===== src/rtl/br_pkg.sv =====
// rtl/br_pkg.sv - shared types and defaults for the branch resolver
// Contents: PC_BITS_DEF (default PC width), br_state_t (RUN=0, SQUASH=1),
//           br_pred_t (prediction record {valid, pc, taken, target} at default width).
package br_pkg;

  localparam int PC_BITS_DEF = 12;

  typedef enum logic {
    RUN    = 1'b0,
    SQUASH = 1'b1
  } br_state_t;

  typedef struct packed {
    logic                   valid;
    logic [PC_BITS_DEF-1:0] pc;
    logic                   taken;
    logic [PC_BITS_DEF-1:0] target;
  } br_pred_t;

endpackage


===== src/rtl/br_pred_pipe.sv =====
// rtl/br_pred_pipe.sv - two-stage F->D->EX prediction register with stall/flush
// Ports: clk, rst (sync, active-high); stall holds both stages; flush clears both
//        valid bits and wins over stall; f_pc/f_taken/f_target is the fetch-stage
//        prediction; ex_valid/ex_pc/ex_taken/ex_target is the record now in EX.
module br_pred_pipe
  import br_pkg::*;
#(
  parameter int PC_BITS = PC_BITS_DEF
) (
  input  logic               clk,
  input  logic               rst,
  input  logic               stall,
  input  logic               flush,
  input  logic [PC_BITS-1:0] f_pc,
  input  logic               f_taken,
  input  logic [PC_BITS-1:0] f_target,
  output logic               ex_valid,
  output logic [PC_BITS-1:0] ex_pc,
  output logic               ex_taken,
  output logic [PC_BITS-1:0] ex_target
);

  // Same field layout as br_pred_t, but sized by this instance's PC_BITS.
  typedef struct packed {
    logic               valid;
    logic [PC_BITS-1:0] pc;
    logic               taken;
    logic [PC_BITS-1:0] target;
  } pred_rec_t;

  pred_rec_t d_q;
  pred_rec_t ex_q;

  always_ff @(posedge clk) begin
    if (rst) begin
      d_q.valid  <= 1'b0;
      ex_q.valid <= 1'b0;
    end else if (flush) begin
      // Fetch and decode are squashed together, so nothing survives.
      d_q.valid  <= 1'b0;
      ex_q.valid <= 1'b0;
    end else if (!stall) begin
      d_q.valid  <= 1'b1;
      d_q.pc     <= f_pc;
      d_q.taken  <= f_taken;
      d_q.target <= f_target;
      ex_q       <= d_q;
    end
  end

  assign ex_valid  = ex_q.valid;
  assign ex_pc     = ex_q.pc;
  assign ex_taken  = ex_q.taken;
  assign ex_target = ex_q.target;

endmodule


===== src/rtl/branch_resolver.sv =====
// rtl/branch_resolver.sv - resolves EX branches against the carried prediction
// Ports: clk, rst (sync, active-high); F_pc/F_BP_taken/F_BP_target_pc fetch
//        prediction; F_stall/MEM_stall hold requests; EX_brn/EX_pc/EX_alu_out/
//        EX_true_taken resolved instruction; EX_flush/EX_redirect_pc squash and
//        restart; EX_upd_brn buffer update strobe; stat_branches/stat_mispred.
// Optional: BR_STATS_EN enables the saturating statistics counters; without it
//           both statistics outputs are tied to zero.
module branch_resolver #(
  parameter int PC_BITS  = br_pkg::PC_BITS_DEF,
  parameter int CNT_BITS = 16
) (
  input  logic                clk,
  input  logic                rst,
  input  logic [PC_BITS-1:0]  F_pc,
  input  logic                F_BP_taken,
  input  logic [PC_BITS-1:0]  F_BP_target_pc,
  input  logic                F_stall,
  input  logic                MEM_stall,
  input  logic                EX_brn,
  input  logic [PC_BITS-1:0]  EX_pc,
  input  logic [PC_BITS-1:0]  EX_alu_out,
  input  logic                EX_true_taken,
  output logic                EX_flush,
  output logic [PC_BITS-1:0]  EX_redirect_pc,
  output logic                EX_upd_brn,
  output logic [CNT_BITS-1:0] stat_branches,
  output logic [CNT_BITS-1:0] stat_mispred
);

  import br_pkg::*;

  localparam logic [PC_BITS-1:0] PC_ONE = {{(PC_BITS-1){1'b0}}, 1'b1};

  br_state_t          state;
  logic               ex_valid;
  logic [PC_BITS-1:0] ex_pred_pc;
  logic               ex_taken;
  logic [PC_BITS-1:0] ex_target;
  logic               eff_taken;
  logic               mispredict;
  logic               active;
  logic [PC_BITS-1:0] seq_pc;

  br_pred_pipe #(
    .PC_BITS (PC_BITS)
  ) u_pred_pipe (
    .clk       (clk),
    .rst       (rst),
    .stall     (F_stall | MEM_stall),
    .flush     (EX_flush),
    .f_pc      (F_pc),
    .f_taken   (F_BP_taken),
    .f_target  (F_BP_target_pc),
    .ex_valid  (ex_valid),
    .ex_pc     (ex_pred_pc),
    .ex_taken  (ex_taken),
    .ex_target (ex_target)
  );

  // A prediction only counts when it was made for the instruction now in EX.
  always_comb begin
    eff_taken = ex_valid && (ex_pred_pc == EX_pc) && ex_taken;
    if (EX_brn) begin
      mispredict = (eff_taken != EX_true_taken) ||
                   (eff_taken && EX_true_taken && (ex_target != EX_alu_out));
    end else begin
      mispredict = eff_taken;
    end
  end

  // EX inputs are held while MEM_stall is high, so a pending mispredict simply
  // re-evaluates and fires on the first unstalled cycle; SQUASH then blocks a
  // second flag for the same instruction.
  assign active         = !rst && !MEM_stall && (state == RUN);
  assign EX_flush       = mispredict && active;
  assign EX_upd_brn     = EX_brn && active;
  assign seq_pc         = EX_pc + PC_ONE;
  assign EX_redirect_pc = !EX_flush                 ? '0 :
                          (EX_brn && EX_true_taken) ? EX_alu_out : seq_pc;

  always_ff @(posedge clk) begin
    if (rst) begin
      state <= RUN;
    end else begin
      case (state)
        RUN:     if (EX_flush)   state <= SQUASH;
        SQUASH:  if (!MEM_stall) state <= RUN;
        default: state <= RUN;
      endcase
    end
  end

`ifdef BR_STATS_EN
  localparam logic [CNT_BITS-1:0] CNT_ONE = {{(CNT_BITS-1){1'b0}}, 1'b1};

  logic [CNT_BITS-1:0] branches_q;
  logic [CNT_BITS-1:0] mispred_q;

  always_ff @(posedge clk) begin
    if (rst) begin
      branches_q <= '0;
      mispred_q  <= '0;
    end else begin
      if (EX_upd_brn && (branches_q != '1)) branches_q <= branches_q + CNT_ONE;
      if (EX_flush && (mispred_q != '1))    mispred_q  <= mispred_q + CNT_ONE;
    end
  end

  assign stat_branches = branches_q;
  assign stat_mispred  = mispred_q;
`else
  assign stat_branches = '0;
  assign stat_mispred  = '0;
`endif

endmodule


===== config.mk =====
export PLATFORM = sky130hd
export DESIGN_NAME = branch_resolver
export DESIGN_NICKNAME = d
export VERILOG_FILES = /design/src/rtl/br_pkg.sv /design/src/rtl/br_pred_pipe.sv /design/src/rtl/branch_resolver.sv
export SDC_FILE = /design/constraint.sdc
export NUM_CORES = 1
export LEC_CHECK = 0
export CORE_ASPECT_RATIO = 1.4
export CORE_UTILIZATION = 30
export DETAILED_ROUTE_END_ITERATION = 12
export PLACE_DENSITY = 0.61
export SYNTH_ARGS = -nofsm -noshare
export SYNTH_HDL_FRONTEND = slang
export SYNTH_SLANG_ARGS = --single-unit

===== constraint.sdc =====
create_clock -name clk -period 14.1 [get_ports clk]
set_clock_uncertainty 0.15 [all_clocks]
set_input_delay 2.82 -clock clk [delete_from_list [all_inputs] [get_ports clk]]
set_output_delay 2.82 -clock clk [all_outputs]
set_load 0.01 [all_outputs]

==> results of run 1 <==
## power breakdown
group	leakage (nW)	switching, W	total [W]	internal, W
Sequential	0.483	0.00000135	0.000179	0.000178
Clock	0.0631	0.0000526	0.000118	0.0000659
Combinational	0.595	0.0000194	0.0000403	0.0000209
## cell usage after synthesis
cell	count	share of area (%)
nand2_1	8	1.2
nand3_1	8	1.6
and2_1	1	0.24
a211oi_1	3	0.88
o221ai_2	1	0.59
nand4_1	4	0.98
nor4_1	2	0.49
dfxtp_1	3	2.3
xor2_1	10	3.4
a211oi_2	8	3.9
buf_6	1	0.44
buf_4	32	9.4
conb_1	1	0.15
o21a_1	1	0.29
and3_1	2	0.49
nand2b_1	1	0.24
nor2_1	16	2.3
nor4_4	1	0.83
a21oi_1	2	0.39
xnor2_1	24	8.2
or3_1	1	0.24
clkbuf_1	2	0.29
inv_1	1	0.15
mux2i_1	1	0.39
nor3_1	4	0.78
edfxtp_1	50	59
ha_1	2	0.98
## per-layer routing
metal  share of wire (%)  track usage, %  routed length (microns)  vias to the layer above
met2                  54            21.0                     2620                       64
met3                 6.6            2.63                      320                        6
met4                 2.1            6.07                      100                        0
met5                   0               0                        0                        -
li1                    -               -                        -                      757
met1                  38            10.7                     1830                      704
## sequential cells by signal, indices dropped and copies added (netlist names)
name                   count
state                      1
u_pred_pipe.ex_valid       1
u_pred_pipe.d_q           26
u_pred_pipe.ex_target     12
u_pred_pipe.ex_taken       1
u_pred_pipe.ex_pc         12
## cell families (layout without fill, tap and decap cells)
kind of cell / count (synthesis) / count (layout) / synth area share [%]
fa+ha+maj: 2 / 2 / 0.979
other cells: 1 / 32 / 0.147
xor+xnor: 34 / 34 / 11.6
flops: 53 / 53 / 61.1
buf+inv: 36 / 78 / 10.3
mux: 1 / 1 / 0.392
simple gates: 48 / 48 / 9.40
compound gates: 15 / 15 / 6.07
## metrics by stage
step	hold slack [ns]	cell area, sq um	cells	setup WS, ns
after CTS	0.266	3380	365	4.83
after global routing	0.271	3380	365	4.65
after global placement	0.254	3240	357	4.87
final	0.261	3380	365	4.85
after detailed placement	0.255	3240	357	4.84
after floorplan	0.250	2670	221	4.03
## layout by cell type (no fill, tap or decap), types with 3 or more instances in the layout
cell             synthesis  layout
clkdlybuf4s50_1          0      68
edfxtp_1                50      50
conb_1                   1      32
xnor2_1                 24      24
nor2_1                  16      16
xor2_1                  10      10
nand3_1                  8       8
nand2_1                  8       8
a211oi_2                 8       8
clkbuf_16                0       5
nand4_1                  4       4
nor3_1                   4       4
a211oi_1                 3       3
dfxtp_1                  3       3
## path summary, 6_finish.rpt
kind | end | slack, ns | depth (start not counted)
max | EX_flush | 4.85 | 10
min | u_pred_pipe.ex_pc[7] | 0.26 | 0
max reg2reg | u_pred_pipe.d_q[23] | 10.08 | 10
min reg2reg | u_pred_pipe.ex_pc[7] | 0.26 | 0
## final cells by class
cell class	count	area (sq um)	share of cell area, %
Sequential cell	53	1560	46.2
Tap cell	102	128	3.78
Clock inverter	2	15.0	0.444
Clock buffer	6	129	3.81
Inverter	1	3.75	0.111
Timing Repair Buffer	69	688	20.4
Multi-Input combinational cell	132	855	25.3
==> impl_results.md, run 1 <==
* R2r startpoint: u_pred_pipe.ex_pc[7]
* # clock sinks at 53
* Root Buffer: clkbuf_16
* First-pass GRT wire length at 7220 microns
* Area grow syn2layout at 32.2%
* Crit path buf inv count at 3
* Critical path peak fanout at 14
* Layout cell share with drive strength beyond 1 at 7.22%
* Max Cap Viol at 0
* GR Util All Layers at 11.2%
* Ant diodes at 0
* Slew of the pin with the lowest slew margin at 0.828 ns
* Port bufs at 68
* Minimum clock period at 9.25 ns
* Maximum VDD drop at 0.0407 mV
* Die Y at 111 microns
* Pwr Total at 0.000338 W
* CP max stage delay at 0.65 ns
* Hold Path Class: register to register
* DRT antenna net count at 0
* Setup repair bufs after CTS at 0
* RSZ-0062 raised after global routing: false
* Max Buffers Root-to-Sink at 2
* Worst skew pair latency at 0.29 ns
* Routability cong. at 0.837
* Total number of yosys warnings at 0
* Clock transition at path regs at 0.07 ns
* DRT iter0 DRCs at 48
* Static leakage at 1.14 nW
* Drc violations at 0
* Slew Limit Fails at 0
* Crit path max-delay family: buffers and inverters
* Avg Vias per Cell at 4.19
* Slew HR at 44.8%
* Fin crit share at 65.6%
* Htree depth at 2
* Status: completed
* TritonCTS clock tree: done
* Number of antenna violations at the first check in global routing at 0
* Final wirelength at 4870 microns
* Mapped Avg Cell Area at 13.5 sq um
* Final Hold Viols at 0
* Filler Cell Count at 769
* HP Start: u_pred_pipe.d_q[20]
* Unique cell type count in the Yosys netlist at 27
* Largest net degree at the start of global routing at 51
* Crit end category: output pin
* Gr ovfl total at 0
* Die area at 8900 sq um
* Final setup vio count at 0
* PwrDens at 99.9 nW/um^2
* FF+latch count, synth at 53
* Synthesized area at 2560 sq um
* CP Cell Sequence: clkdlybuf4s50_1, xnor2_1, nand4_1, nor4_4, ha_1, nand2b_1, or3_1, o221ai_2, inv_1, clkdlybuf4s50_1
* Cell at the slowest stage of the critical path: o221ai_2
* Max Fclk at 108 MHz
* Total CTS buffers at 5
* Pre-antenna DRT Iters at 4
* Fin util at 41.2%
* Startpoint types: input pin
* Chip width at 80.0 microns
* CP most frequent cell: clkdlybuf4s50_1
* Vias in the first global route at 1523
* Post-DP HPWL at 3780 microns
* Mapped Cells at 190
* Post-CTS Hold Buffers at 0
* Nets@finish at 319
* Core area at 8200 sq um
* # rows at 39
* Cts repair resizes at 0
* Setup CP Type: input pin to output pin
* DR WL/cell at 13.3 microns
* Sequential cell area fraction in the yosys report at 61.1%
* Starting Density at 31.2%
* I/O Pins at 101
* Required time worst endpoint at 11.13 ns
* Routed via count at 1531
* Setup TNS at 0 ns
* CP Launch Point: EX_pc[2]
* CP arrival at 6.28 ns
(Power assumes the default switching activity.)
==> inputs of run 2 (changes only) <==
==> constraint.sdc (replaced) <==
create_clock -name clk -period 9.4 [get_ports clk]
set_clock_uncertainty 0.15 [all_clocks]
set_input_delay 1.88 -clock clk [delete_from_list [all_inputs] [get_ports clk]]
set_output_delay 1.88 -clock clk [all_outputs]
set_load 0.01 [all_outputs]
==> impl_results.md, run 2 (same netlist as run 1, synthesis figures left out) <==
* DRT iter0 DRCs at 74
* Gr ovfl total at 0
* PwrDens at 158 nW/um^2
* Pwr Total at 0.000539 W
* Starting Density at 31.2%
* Slew HR at 44.1%
* R2R Setup Slk at 5.37 ns
* Ant diodes at 0
* Die Y at 111 microns
* Biggest register: u_pred_pipe.d_q
* # clock sinks at 53
* Nets@finish at 319
* Hold Path Class: register to register
* Max reg flops at 26
* Clock transition at path regs at 0.07 ns
* First-pass GRT wire length at 7190 microns
* Most frequent cells in the layout: 68 x clkdlybuf4s50_1, 50 x edfxtp_1, 32 x conb_1
* CP Cell Sequence: clkdlybuf4s50_1, xnor2_1, nand4_1, nor4_4, ha_1, nand2b_1, or3_1, o221ai_2, inv_1, clkdlybuf4s50_1
* Sequential share of power at 49.8%
* Htree depth at 2
* Slew Limit Fails at 0
* Critical path peak fanout at 14
* Static leakage at 1.16 nW
* Root Buffer: clkbuf_16
* Minimum clock period at 7.40 ns
* Setup repair bufs after CTS at 0
* Slew of the pin with the lowest slew margin at 0.839 ns
* Required time worst endpoint at 7.37 ns
* Switching portion of total power at 20.2%
* Die area at 8900 sq um
* Comb pwr share at 11.2%
* Chip width at 80.0 microns
* Crit end category: output pin
* Post-DP HPWL at 3790 microns
* DP Area at 3240 sq um
* GR Util All Layers at 11.2%
* Final Hold Viols at 0
* Vias in the first global route at 1486
* Most common cell after layout, fill and taps aside: clkdlybuf4s50_1
* Final wirelength at 4860 microns
* Setup TNS at 0 ns
* RSZ-0062 raised after global routing: false
* Cts repair resizes at 0
* Area grow syn2layout at 33.5%
* Pre-antenna DRT Iters at 4
* Startpoint types: input pin
* Fin crit share at 78.7%
* Maximum VDD drop at 0.0625 mV
* DR WL/cell at 13.3 microns
* Max Buffers Root-to-Sink at 2
* Max Cap Viol at 0
* Number of antenna violations at the first check in global routing at 0
* Port bufs at 68
* Max Fclk at 135 MHz
* # rows at 39
* CP max stage delay at 0.65 ns
* Int Pwr at 0.000430 W
* CP most frequent cell: clkdlybuf4s50_1
* Post-CTS Hold Buffers at 0
* Final setup vio count at 0
* Total CTS buffers at 5
* Fin util at 41.6%
* Core area at 8200 sq um
* Drc violations at 0
* Setup CP Type: input pin to output pin
* Avg Vias per Cell at 4.16
* TritonCTS clock tree: done
* CP arrival at 5.37 ns
* Status: completed
* Worst skew pair latency at 0.29 ns
* Cell at the slowest stage of the critical path: o221ai_2
* Routed via count at 1518
* Final std cells w/o fill at 365
* Routability cong. at 0.837
* Layout cell share with drive strength beyond 1 at 7.60%
* Placed instance count at 357
* Clk pwr share at 39.0%
* Switching power at 0.000109 W
* DRT antenna net count at 0
* Largest net degree at the start of global routing at 51
* Final Cell Area at 3410 sq um
* I/O Pins at 101
[run 2: changes by cell type in the layout (fill, tap and decap cells not counted), sizes merged]
| cell | before | now |
|---|---|---|
| clkinvlp | 2 | 1 |
| bufinv | 0 | 1 |
[run 2: path summary, 6_finish.rpt]
| check | cells past startpoint | endpoint | from |
|---|---|---|---|
| max reg2reg | 10 | u_pred_pipe.ex_pc[11] | u_pred_pipe.ex_pc[7] |
| min | 0 | u_pred_pipe.ex_pc[7] | u_pred_pipe.d_q[20] |
| max | 10 | EX_flush | EX_pc[2] |
| min reg2reg | 0 | u_pred_pipe.ex_pc[7] | u_pred_pipe.d_q[20] |
[run 2: power groups by stage]
| stage | clock, W | sequential (W) | combinational [W] |
|---|---|---|---|
| CTS | 0.000216 | 0.000268 | 0.0000614 |
| global placement | 0 | 0.000273 | 0.0000608 |
| floorplan | 0 | 0.000274 | 0.0000352 |
| finish | 0.000210 | 0.000268 | 0.0000606 |
| detailed placement | 0 | 0.000274 | 0.0000611 |
| global route | 0.000224 | 0.000269 | 0.0000657 |
[run 2: worst max-delay path, delay by kind of cell]
kind	cells	cell delay (ns)
xor gates and xnor gates	1	0.15
adders and majority gates	1	0.28
and+or+nand+nor	4	1.06
AOI/OAI and AO/OA	1	0.65
buffers and inverters	3	1.34
[run 2: through the flow]
step	worst slack, ns	hold slack [ns]
floorplan	0.273	0.250
global placement	2.05	0.254
detailed placement	2.01	0.255
CTS	1.99	0.266
global route	1.79	0.269
finish	2.00	0.263
[run 2: final cells by class]
type	instances	area, sq um
Inverter	1	3.75
Clock buffer	6	139
Sequential cell	53	1560
Clock inverter	2	37.5
Timing Repair Buffer	69	688
Multi-Input combinational cell	132	855
Tap cell	102	128
Fill cell	773	4790
[run 2: routing by layer]
metal  routed length [microns]  GRT usage (%)  share of wire, %
met1                      1750           10.6                36
met5                         0              0                 0
met4                       113           6.07               2.3
met3                       382           2.88               7.9
met2                      2620           20.9                54
==> inputs of run 3 (changes only) <==
--- a/config.mk
+++ b/config.mk
@@ -8,7 +8,7 @@
 export CORE_ASPECT_RATIO = 1.4
 export CORE_UTILIZATION = 30
 export DETAILED_ROUTE_END_ITERATION = 12
-export PLACE_DENSITY = 0.61
+export PLACE_DENSITY = 0.63
 export SYNTH_ARGS = -nofsm -noshare
 export SYNTH_HDL_FRONTEND = slang
 export SYNTH_SLANG_ARGS = --single-unit
==> constraint.sdc (replaced) <==
create_clock -name clk -period 6.2 [get_ports clk]
set_clock_uncertainty 0.15 [all_clocks]
set_input_delay 1.24 -clock clk [delete_from_list [all_inputs] [get_ports clk]]
set_output_delay 1.24 -clock clk [all_outputs]
set_load 0.01 [all_outputs]
==> impl_results.md, run 3 (same netlist as run 1, synthesis figures left out) <==
* Area grow syn2layout at 34.0%
* Slew Limit Fails at 0
* Startpoint types: input pin
* Routability cong. at 0.757
* Crit end category: output pin
* Port bufs at 68
* Worst skew pair latency at 0.29 ns
* CP max stage delay at 0.61 ns
* Setup CP Type: input pin to output pin
* Routed via count at 1539
* I/O Pins at 101
* # rows at 39
* Fin crit share at 95.6%
* PwrDens at 238 nW/um^2
* Final setup vio count at 0
* Final std cells w/o fill at 366
* Placed instance count at 358
* Starting Density at 31.2%
* Maximum VDD drop at 0.115 mV
* DR WL/cell at 13.4 microns
* Post-CTS Hold Buffers at 0
* Biggest register: u_pred_pipe.d_q
* Clk pwr share at 38.7%
* Final wirelength at 4890 microns
* First-pass GRT wire length at 7490 microns
* Total CTS buffers at 5
* CP arrival at 4.54 ns
* Max Buffers Root-to-Sink at 2
* Critical path peak fanout at 9
* DRT iter0 DRCs at 69
* Nets@finish at 320
* Max Fclk at 169 MHz
* # clock sinks at 53
* CP most frequent cell: clkdlybuf4s50_1
* Int Pwr at 0.000653 W
* DRT antenna net count at 0
* CP Cell Sequence: clkdlybuf4s50_1, xnor2_1, nand4_1, nor4_4, ha_1, nand2b_1, or3_1, o221ai_2, buf_4, inv_1, clkdlybuf4s50_1
* R2R Setup Slk at 2.40 ns
* Setup repair bufs after CTS at 0
* Comb pwr share at 11.4%
* Htree depth at 2
* TritonCTS clock tree: done
* Gr ovfl total at 0
* Final Hold Viols at 0
* Ant diodes at 0
* Largest net degree at the start of global routing at 51
* Switching portion of total power at 19.9%
* Clock transition at path regs at 0.07 ns
* Most common cell after layout, fill and taps aside: clkdlybuf4s50_1
* Drc violations at 0
* Most frequent cells in the layout: 68 x clkdlybuf4s50_1, 50 x edfxtp_1, 32 x conb_1
* Switching power at 0.000162 W
* Number of antenna violations at the first check in global routing at 0
* Pre-antenna DRT Iters at 4
* Setup TNS at 0 ns
* Slew of the pin with the lowest slew margin at 0.808 ns
* Max Cap Viol at 0
* Hold Path Class: register to register
* Root Buffer: clkbuf_16
* Slew HR at 46.0%
* Vias in the first global route at 1518
* Max reg flops at 26
* Layout cell share with drive strength beyond 1 at 7.58%
* Cell at the slowest stage of the critical path: clkdlybuf4s50_1
* Core area at 8200 sq um
* Die Y at 111 microns
* Sequential share of power at 49.9%
* RSZ-0062 raised after global routing: false
* Static leakage at 1.17 nW
* Cts repair resizes at 0
* Post-DP HPWL at 3810 microns
* Die area at 8900 sq um
* Chip width at 80.0 microns
* GR Util All Layers at 11.5%
* Minimum clock period at 5.93 ns
* Status: completed
* Required time worst endpoint at 4.81 ns
* Avg Vias per Cell at 4.20
[run 3: path summary, 6_finish.rpt]
| path | end | depth (start not counted) | start |
|---|---|---|---|
| max | EX_flush | 11 | EX_pc[2] |
| min | u_pred_pipe.ex_pc[10] | 0 | u_pred_pipe.d_q[23] |
| max reg2reg | u_pred_pipe.d_q[24] | 11 | u_pred_pipe.ex_pc[7] |
| min reg2reg | u_pred_pipe.ex_pc[10] | 0 | u_pred_pipe.d_q[23] |
[run 3: worst max-delay path: cells and delay by family]
kind	cells	cell delay [ns]
AO/OA/AOI/OAI	1	0.33
adder cells (fa/ha/maj)	1	0.28
buffers and inverters	4	1.48
XOR/XNOR	1	0.15
AND/OR/NAND/NOR	4	1.04
[run 3: area by class of cell]
cell class              count  area (sq um)
clock buffers               7           143
clock inverters             1          30.0
fillers                   765          4770
inverters                   1          3.75
multi-input cells         132           863
flip-flops and latches     53          1560
well taps                 102           128
repair buffers             70           696
[run 3: through the flow]
step           instance area (sq um)  total power [W]  setup slack [ns]  hold slack [ns]  util (%)
4_1_cts                         3420         0.000825             0.235            0.268      41.8
2_1_floorplan                   2690         0.000468              1.00            0.250         -
3_5_place_dp                    3250         0.000509             0.270            0.255      39.7
5_1_grt                         3420         0.000844            0.0830            0.276      41.8
6_report                        3420         0.000816             0.271            0.264      41.8
3_3_place_gp                    3250         0.000508             0.314            0.252      39.7
[run 3: power groups by stage]
stage               clock (W)  combinational [W]  sequential (W)
floorplan                   0          0.0000538        0.000414
global placement            0          0.0000934        0.000414
detailed placement          0          0.0000940        0.000415
CTS                  0.000324          0.0000946        0.000407
global route         0.000335           0.000101        0.000407
finish               0.000316          0.0000934        0.000407
[run 3: metal layers]
layer / wire length (microns) / global-route usage (%)
met5: 0 / 0
met2: 2540 / 20.7
met3: 358 / 2.80
met1: 1830 / 11.5
met4: 164 / 7.26
